`config.mk`:
```
export PLATFORM = sky130hd
export DESIGN_NAME = heard_collector_flat
export DESIGN_NICKNAME = d
export VERILOG_FILES = /design/src/rtl/heard_collector_pkg.sv /design/src/rtl/heard_collector_if.sv /design/src/rtl/heard_fifo_mem.sv /design/src/rtl/heard_collector.sv /design/src/flat_wrapper.sv
export SDC_FILE = /design/constraint.sdc
export NUM_CORES = 1
export LEC_CHECK = 0
export ABC_AREA = 1
export BUFFER_PORTS_ARGS = -buffer_cell sky130_fd_sc_hd__buf_2
export CORE_ASPECT_RATIO = 0.6
export CORE_UTILIZATION = 61
export CTS_BUF_LIST = sky130_fd_sc_hd__clkbuf_2
export CTS_CLUSTER_DIAMETER = 150
export DETAILED_ROUTE_END_ITERATION = 7
export GPL_TIMING_DRIVEN = 0
export PLACE_DENSITY = 0.82
export SYNTH_ARGS = -nofsm -noshare
export SYNTH_HDL_FRONTEND = slang
export SYNTH_SLANG_ARGS = --single-unit
```
`constraint.sdc`:
```
create_clock -name CLK -period 4.8 [get_ports CLK]
set_clock_uncertainty 0.05 [all_clocks]
set_input_delay 0.24 -clock CLK [delete_from_list [all_inputs] [get_ports CLK]]
set_output_delay 0.24 -clock CLK [all_outputs]
set_load 0.02 [all_outputs]
```
`src/rtl/heard_collector_pkg.sv`:
```
// Shared types and constants for the heard_collector slice.
package heard_collector_pkg;

  localparam int SEQ_W         = 8;
  localparam int DEFAULT_DEPTH = 4;

  typedef struct packed {
    logic [SEQ_W-1:0] seq;
    logic [31:0]      v;
  } heard_entry_t;

endpackage

```
`src/rtl/heard_collector_if.sv`:
```
// Handshake bundle: upstream indication heard and downstream out deliver ENA/RDY pairs.
interface heard_collector_if;
  import heard_collector_pkg::*;

  logic              indication_heard_ena;
  logic [31:0]       indication_heard_v;
  logic              indication_heard_rdy;
  logic              out_deliver_ena;
  logic [31:0]       out_deliver_v;
  logic [SEQ_W-1:0]  out_deliver_seq;
  logic              out_deliver_rdy;

  // The collector is the slave; the upstream stage and host side together form the master.
  modport slave (
    input  indication_heard_ena, indication_heard_v, out_deliver_rdy,
    output indication_heard_rdy, out_deliver_ena, out_deliver_v, out_deliver_seq
  );

  modport master (
    output indication_heard_ena, indication_heard_v, out_deliver_rdy,
    input  indication_heard_rdy, out_deliver_ena, out_deliver_v, out_deliver_seq
  );
endinterface

```
`src/rtl/heard_fifo_mem.sv`:
```
// DEPTH-entry register array: one synchronous write port, one asynchronous read port.
module heard_fifo_mem
  import heard_collector_pkg::*;
#(
  parameter int DEPTH = DEFAULT_DEPTH,
  parameter int PTR_W = $clog2(DEPTH)
) (
  input  logic             CLK,
  input  logic             nRST,
  input  logic             we,
  input  logic [PTR_W-1:0] waddr,
  input  heard_entry_t     wdata,
  input  logic [PTR_W-1:0] raddr,
  output heard_entry_t     rdata
);

  heard_entry_t mem [DEPTH];

  // NOTE: the array is small enough to be flops, so it is cleared on reset; stale-head
  // reads after reset then return zeros rather than X.
  always_ff @(posedge CLK) begin
    if (!nRST) begin
      for (int i = 0; i < DEPTH; i++) mem[i] <= '0;
    end else if (we) begin
      mem[waddr] <= wdata;
    end
  end

  assign rdata = mem[raddr];

endmodule

```
`src/rtl/heard_collector.sv`:
```
// Circular FIFO collecting heard values with an 8-bit arrival tag.
// Optional running sum of delivered values: define HEARD_COLLECTOR_SUM_EN.
module heard_collector
  import heard_collector_pkg::*;
#(
  parameter  int DEPTH = DEFAULT_DEPTH,
  localparam int PTR_W = $clog2(DEPTH)
) (
  input  logic             CLK,
  input  logic             nRST,
  heard_collector_if.slave bus,
`ifdef HEARD_COLLECTOR_SUM_EN
  input  logic             sum_clear_ena,
  output logic [31:0]      sum_v,
`endif
  output logic [PTR_W:0]   count
);

  localparam logic [PTR_W:0] FULL_CNT = (PTR_W + 1)'(DEPTH);

  logic [PTR_W-1:0] wp, rp;
  logic [PTR_W:0]   cnt;
  logic [SEQ_W-1:0] seq_ctr;
  logic             full, empty, enq, deq;
  heard_entry_t     wr_entry, head;

  assign full  = (cnt == FULL_CNT);
  assign empty = (cnt == '0);
  assign enq   = bus.indication_heard_ena & ~full;
  assign deq   = ~empty & bus.out_deliver_rdy;

  assign wr_entry = '{seq: seq_ctr, v: bus.indication_heard_v};

  heard_fifo_mem #(.DEPTH(DEPTH), .PTR_W(PTR_W)) u_mem (
    .CLK   (CLK),
    .nRST  (nRST),
    .we    (enq),
    .waddr (wp),
    .wdata (wr_entry),
    .raddr (rp),
    .rdata (head)
  );

  // NOTE: state registers use non-blocking assignments so every flop samples pre-edge values.
  always_ff @(posedge CLK) begin
    if (!nRST) begin
      wp      <= '0;
      rp      <= '0;
      cnt     <= '0;
      seq_ctr <= '0;
    end else begin
      if (enq) begin
        wp      <= wp + 1'b1;
        seq_ctr <= seq_ctr + 1'b1;
      end
      if (deq) rp <= rp + 1'b1;
      case ({enq, deq})
        2'b10:   cnt <= cnt + 1'b1;
        2'b01:   cnt <= cnt - 1'b1;
        default: cnt <= cnt;
      endcase
    end
  end

  // Handshake outputs come only from registered state, so no input-to-output path exists.
  assign bus.indication_heard_rdy = ~full;
  assign bus.out_deliver_ena      = ~empty;
  assign bus.out_deliver_v        = head.v;
  assign bus.out_deliver_seq      = head.seq;
  assign count                    = cnt;

`ifdef HEARD_COLLECTOR_SUM_EN
  logic [31:0] sum;

  // A clear that coincides with a delivery keeps just the delivered value.
  always_ff @(posedge CLK) begin
    if (!nRST) begin
      sum <= '0;
    end else if (sum_clear_ena) begin
      sum <= deq ? head.v : 32'h0;
    end else if (deq) begin
      sum <= sum + head.v;
    end
  end

  assign sum_v = sum;
`endif

endmodule

```
`src/flat_wrapper.sv`:
```
// flat-port wrapper written by rule: the top's interface ports become plain ports
module heard_collector_flat import heard_collector_pkg::*;
#(
  parameter  int DEPTH = DEFAULT_DEPTH,
  localparam int PTR_W = $clog2(DEPTH)
)
  (CLK, nRST, count, bus_indication_heard_ena, bus_indication_heard_v, bus_out_deliver_rdy, bus_indication_heard_rdy, bus_out_deliver_ena, bus_out_deliver_v, bus_out_deliver_seq);
  heard_collector_if bus_i ();
  input  logic CLK;
  input  logic nRST;
  output logic [PTR_W:0] count;
  input wire logic [$bits(bus_i.indication_heard_ena)-1:0] bus_indication_heard_ena;
  input wire logic [$bits(bus_i.indication_heard_v)-1:0] bus_indication_heard_v;
  input wire logic [$bits(bus_i.out_deliver_rdy)-1:0] bus_out_deliver_rdy;
  output wire logic [$bits(bus_i.indication_heard_rdy)-1:0] bus_indication_heard_rdy;
  output wire logic [$bits(bus_i.out_deliver_ena)-1:0] bus_out_deliver_ena;
  output wire logic [$bits(bus_i.out_deliver_v)-1:0] bus_out_deliver_v;
  output wire logic [$bits(bus_i.out_deliver_seq)-1:0] bus_out_deliver_seq;
  assign bus_i.indication_heard_ena = bus_indication_heard_ena;
  assign bus_i.indication_heard_v = bus_indication_heard_v;
  assign bus_i.out_deliver_rdy = bus_out_deliver_rdy;
  assign bus_indication_heard_rdy = bus_i.indication_heard_rdy;
  assign bus_out_deliver_ena = bus_i.out_deliver_ena;
  assign bus_out_deliver_v = bus_i.out_deliver_v;
  assign bus_out_deliver_seq = bus_i.out_deliver_seq;
  heard_collector #(.DEPTH(DEPTH)) u_core (.CLK(CLK), .nRST(nRST), .bus(bus_i), .count(count));
endmodule
```
==> out/metrics.yaml, run 1 <==
status: "completed"
cp-start-kind: "flop"
cts.sinks: 177
grt_max_degree: 24
cap_violations: 0
min_path_cells: 4
synth_warnings: 0
synth.distinct_cells: 22
clk_latency_ns: 0.72
grt.overflow.total: 0
port_buffers: 79
seq_area_frac_synth_pct: 67.8
rsz0062_at_grt: "false"
path_class: "reg2out"
wl_per_cell_um: 18.0
finalPower_mw: 3.98
relSlewSlack_pct: 45.9
finalSetupViolations: 0
power_leakage_nw: 3.69
min_from: "bus_indication_heard_v[15]"
max_freq_mhz: 344
slew_violations: 0
netlist.area_leader.share_pct: 63.3
tns_ns: 0
reg2regPathDepth: 5
netlist_area_um2: 7590
multi_input_area_um2: 2010
drc: 0
wl_mm: 18.7
die_y_um: 88.4
drive_above_1_share_pct: 15.4
antenna_left: 0
vias_per_cell: 5.75
synthCells: 725
die_area_um2: 12900
numCtsBuffers: 17
fill_cells: 830
fp.coreArea_um2: 12100
instances_no_fill: 1042
min_to: "u_core.u_mem.mem[3][15]$_DFFE_PP_"
worst-path-max-fanout: 10
die_w_um: 146
vias: 5990
rows: 31
finalNetCount: 902
cp-end-kind: "output port"
hold_ws_ns: 0.302
place_hpwl_mm: 12.1
ir_drop_mv: 0.284
grt_pass1_wl_mm: 28.5
yosys_register_bits: 177
drtPass1Iterations: 5
grt_use_total_pct: 29.8
p_per_area_nw_per_um2: 445
clockRootBuffer: "clkbuf_2"
cts_tree: "yes"
finalCriticalPeriod_ns: 2.91
r2r_end: "u_core.u_mem.mem[3][20]$_DFFE_PP_"
worstPathRequired_ns: 4.51
drtIter0Drc: 750
start_util_pct: 62.7
gp_congestion: 0.789
area_delta_synth_final_pct: 17.9
arrival_ns: 2.62
fin_crit_sh_pct: 60.5
dp.cells: 973
num_io_pins: 81
utilization_pct: 73.9
ys_top_cells_by_area: "edfxtp_1, nor2_1, o21ai_0"
clk_path_buf_depth: 2
worst_slew_pin_slew_ns: 0.809
r2r-start: "u_core.count[1]$_SDFFE_PN0P_"
clk_pin_slew_ns: 0.25
seqCellArea_um2: 5140
syn_nets: 764
yosys.area.top_type: "edfxtp_1"
post_cts_buffers: 0
syn_avg_cell_area_um2: 10.5
hold_path_class: "in2reg"
finalHoldViolCount: 0
antenna_found_initial: 1
r2r_slack_ns: 2.35
cts.htree.levels: 4
grt_pass1_vias: 5659
## cell usage after synthesis
master,count
inv_2,1
o22ai_1,40
buf_2,2
a21oi_1,7
edfxtp_1,160
fa_1,1
nor2_8,1
nand3_1,9
clkinv_1,1
ha_1,2
o21ai_0,96
nand2_1,62
nand2_4,1
nor2_1,216
inv_1,64
clkbuf_1,33
nand2_2,1
dfxtp_1,17
a21oi_2,1
nand3_4,1
buf_6,8
nor2_2,1
## critical path, stage by stage, from the launching register on
cell and delay [ns]:
dfxtp_1 0.36, buf_2 0.18, clkinv_1 0.16, clkbuf_1 0.53
nor2_1 0.09, o22ai_1 0.32, buf_2 0.23
## metal layers
layer  GRT usage [%]  wire length (um)  share of wire [%]  vias to the layer above
met5               0                 0                  0                        -
met4            11.2               305                1.6                        0
met3            5.36              2010                 11                       38
met2            50.2              8950                 48                      366
met1            39.8              7440                 40                     2861
li1                -                 -                  -                     2725
## flip-flops by register name (all words and copies together), names as in the netlist, named ones only
name	count
u_core.u_mem.mem	160
u_core.wp	2
u_core.count	3
u_core.seq_ctr	8
u_core.rp	2
## where the power goes
group | total, mW | switching [mW] | internal [mW] | leakage [nW]
logic | 1.28 | 0.901 | 0.380 | 1.73
registers | 1.88 | 0.0522 | 1.83 | 1.81
clock network | 0.818 | 0.522 | 0.297 | 0.154
## cell type report
cell class                      count  area share [%]
Tap cell                          165            2.31
Clock inverter                     13            1.80
Clock buffer                       19            1.06
Timing Repair Buffer              119            9.51
Sequential cell                   177            57.5
Antenna cell                        1          0.0280
Buffer                             43            2.50
Multi-Input combinational cell    439            22.5
Inverter                           66            2.77
## cells in the final DEF (no fill, tap or decap), types with 9 or more instances in the layout
master / instances
o22ai_1: 40
dlygate4sd3_1: 36
buf_2: 81
o21ai_0: 92
inv_1: 64
nand2_1: 62
dfxtp_1: 17
clkbuf_1: 33
edfxtp_1: 160
nor2_1: 216
clkbuf_2: 19
nand3_1: 9
## metrics by stage
stage / setup WS (ns) / instance area [um2]
finish: 1.89 / 8950
global placement: -1.58 / 8190
global route: 1.71 / 8950
detailed placement: 2.39 / 8330
floorplan: 0.444 / 7590
CTS: 1.91 / 8940
## worst max path at each step
stage / end
floorplan: u_core.u_mem.mem[0][0]$_SDFFCE_PN0P_
global placement: u_core.u_mem.mem[3][15]$_DFFE_PP_
detailed placement: u_core.u_mem.mem[3][17]$_DFFE_PP_
CTS: bus_out_deliver_v[5]
global route: bus_out_deliver_v[4]
finish: bus_out_deliver_v[5]
## cells by family after synthesis
family                     Yosys count  share of synthesized area [%]
adders and majority gates            3                          0.594
and+or+nand+nor                    292                           15.2
AOI/OAI and AO/OA                  144                           10.2
buffers and inverters              109                           6.22
DFF                                177                           67.8
## what timing repair did
item / CTS / global route
hold endpoints to repair: 145 / 0
hold buffers: 36 / 0
resized for setup: 0 / 0
No activity file was read; power rests on OpenSTA's default activity.
==> inputs of run 2 (changes only) <==
==> constraint.sdc (replaced) <==
create_clock -name CLK -period 3 [get_ports CLK]
set_clock_uncertainty 0.05 [all_clocks]
set_input_delay 0.15 -clock CLK [delete_from_list [all_inputs] [get_ports CLK]]
set_output_delay 0.15 -clock CLK [all_outputs]
set_load 0.02 [all_outputs]
==> out/metrics.yaml, run 2 (synthesis results as in run 1) <==
worst-path-max-fanout: 10
cts.sinks: 177
cts.htree.levels: 4
top_register: "u_core.u_mem.mem"
slew_violations: 0
r2r_slack_ns: 0.26
port_buffers: 79
p_per_area_nw_per_um2: 738
finalPower_mw: 6.69
place_hpwl_mm: 12.1
grt.overflow.total: 0
power_leakage_nw: 3.73
grt_pass1_wl_mm: 29.2
ir_drop_mv: 0.397
start_util_pct: 62.7
die_y_um: 88.4
final_area_um2: 9060
cts_tree: "yes"
drtPass1Iterations: 8
wl_per_cell_um: 18.2
fill_cells: 808
clk_pin_slew_ns: 0.27
wl_mm: 19.0
gp_congestion: 0.814
grt_max_degree: 26
rows: 31
dp_slack_ns: 0.632
grt_use_total_pct: 30.5
grt_pass1_vias: 5758
setup_slack_ns: 0.222
status: "completed"
seqCellArea_um2: 5140
cp-start-kind: "flop"
place_area_um2: 8360
finalCriticalPeriod_ns: 2.78
rsz0062_at_grt: "false"
cap_violations: 0
drc: 0
cp-end-kind: "output port"
largest_register_ffs: 160
numCtsBuffers: 17
clk_latency_ns: 0.73
drtIter0Drc: 719
vias: 5913
clockRootBuffer: "clkbuf_2"
antenna_found_initial: 0
post_cts_resized: 0
path_class: "reg2out"
finalNetCount: 904
worstPathRequired_ns: 2.80
fp.coreArea_um2: 12100
fin_crit_sh_pct: 92.6
area_delta_synth_final_pct: 19.5
die_area_um2: 12900
num_io_pins: 81
hold_path_class: "in2reg"
hold_ws_ns: 0.212
die_w_um: 146
vias_per_cell: 5.67
worst_slew_pin_slew_ns: 0.793
layout_commonest_cell: "nor2_1"
drive_above_1_share_pct: 15.5
finalHoldViolCount: 0
max_freq_mhz: 360
relSlewSlack_pct: 46.9
layout_common_cells: "nor2_1, edfxtp_1, o21ai_0"
finalSetupViolations: 0
arrival_ns: 2.58
clk_path_buf_depth: 2
antenna_cells: 0
antenna_left: 0
multi_input_area_um2: 2010
-- run 2: cell types whose count changed in the layout (fill, tap and decap cells not counted), sizes merged --
cell,change
inv,+3
clkinv,-5
buf,+1
clkinvlp,+1
clkbuf,-2
bufinv,+3
diode,-1
dlygate4sd3,+1
-- run 2: routing by layer --
layer	vias up	routed length, um	global-route usage, %
met5	-	0	0
met4	0	398	12.4
met3	43	1850	5.31
met2	349	8860	50.7
met1	2791	7860	41.0
li1	2730	-	-
-- run 2: path summary, 6_finish.rpt --
check                                    start                                 to  cells past startpoint
setup / recovery                          flop             bus_out_deliver_seq[6]                      6
hold / removal      bus_indication_heard_v[15]  u_core.u_mem.mem[3][15]$_DFFE_PP_                      4
setup reg to reg  u_core.count[0]$_SDFFE_PN0P_       u_core.count[2]$_SDFFE_PN0P_                     11
hold reg to reg      u_core.rp[0]$_SDFFE_PN0P_                               flop                      2
-- run 2: final cells by class --
cell class	count	share of cell area, %
plain buffers	43	2.47
clock buffers	17	0.939
clock inverters	15	2.79
inverters	66	2.73
multi-input cells	439	22.2
flip-flops and latches	177	56.8
well taps	165	2.28
repair buffers	121	9.80
-- run 2: stage by stage --
stage	util, %	cells	setup TNS (ns)
after floorplan	-	725	-20.30
after global placement	67.7	969	-117.12
after detailed placement	69.0	974	0
after CTS	74.9	1043	0
after global routing	74.9	1043	0
final	74.9	1043	0
-- run 2: worst max-delay path, cell delays in order (launching register included) --
cell and delay [ns]:
dfxtp_1 0.36, buf_2 0.18, clkinv_1 0.17, clkbuf_1 0.48, nor2_1 0.11, o22ai_1 0.31
buf_2 0.23
-- run 2: where the power goes --
part           switching [mW]  internal [mW]  leakage [nW]
clock                   0.868          0.726         0.182
sequential             0.0884           2.93          1.81
combinational            1.45          0.626          1.74
total                    2.41           4.28          3.73
-- run 2: timing repair --
action	4_1_cts	5_1_grt
endpoints found under the hold margin	146	0
buffers inserted	0	0
hold buffers	37	0
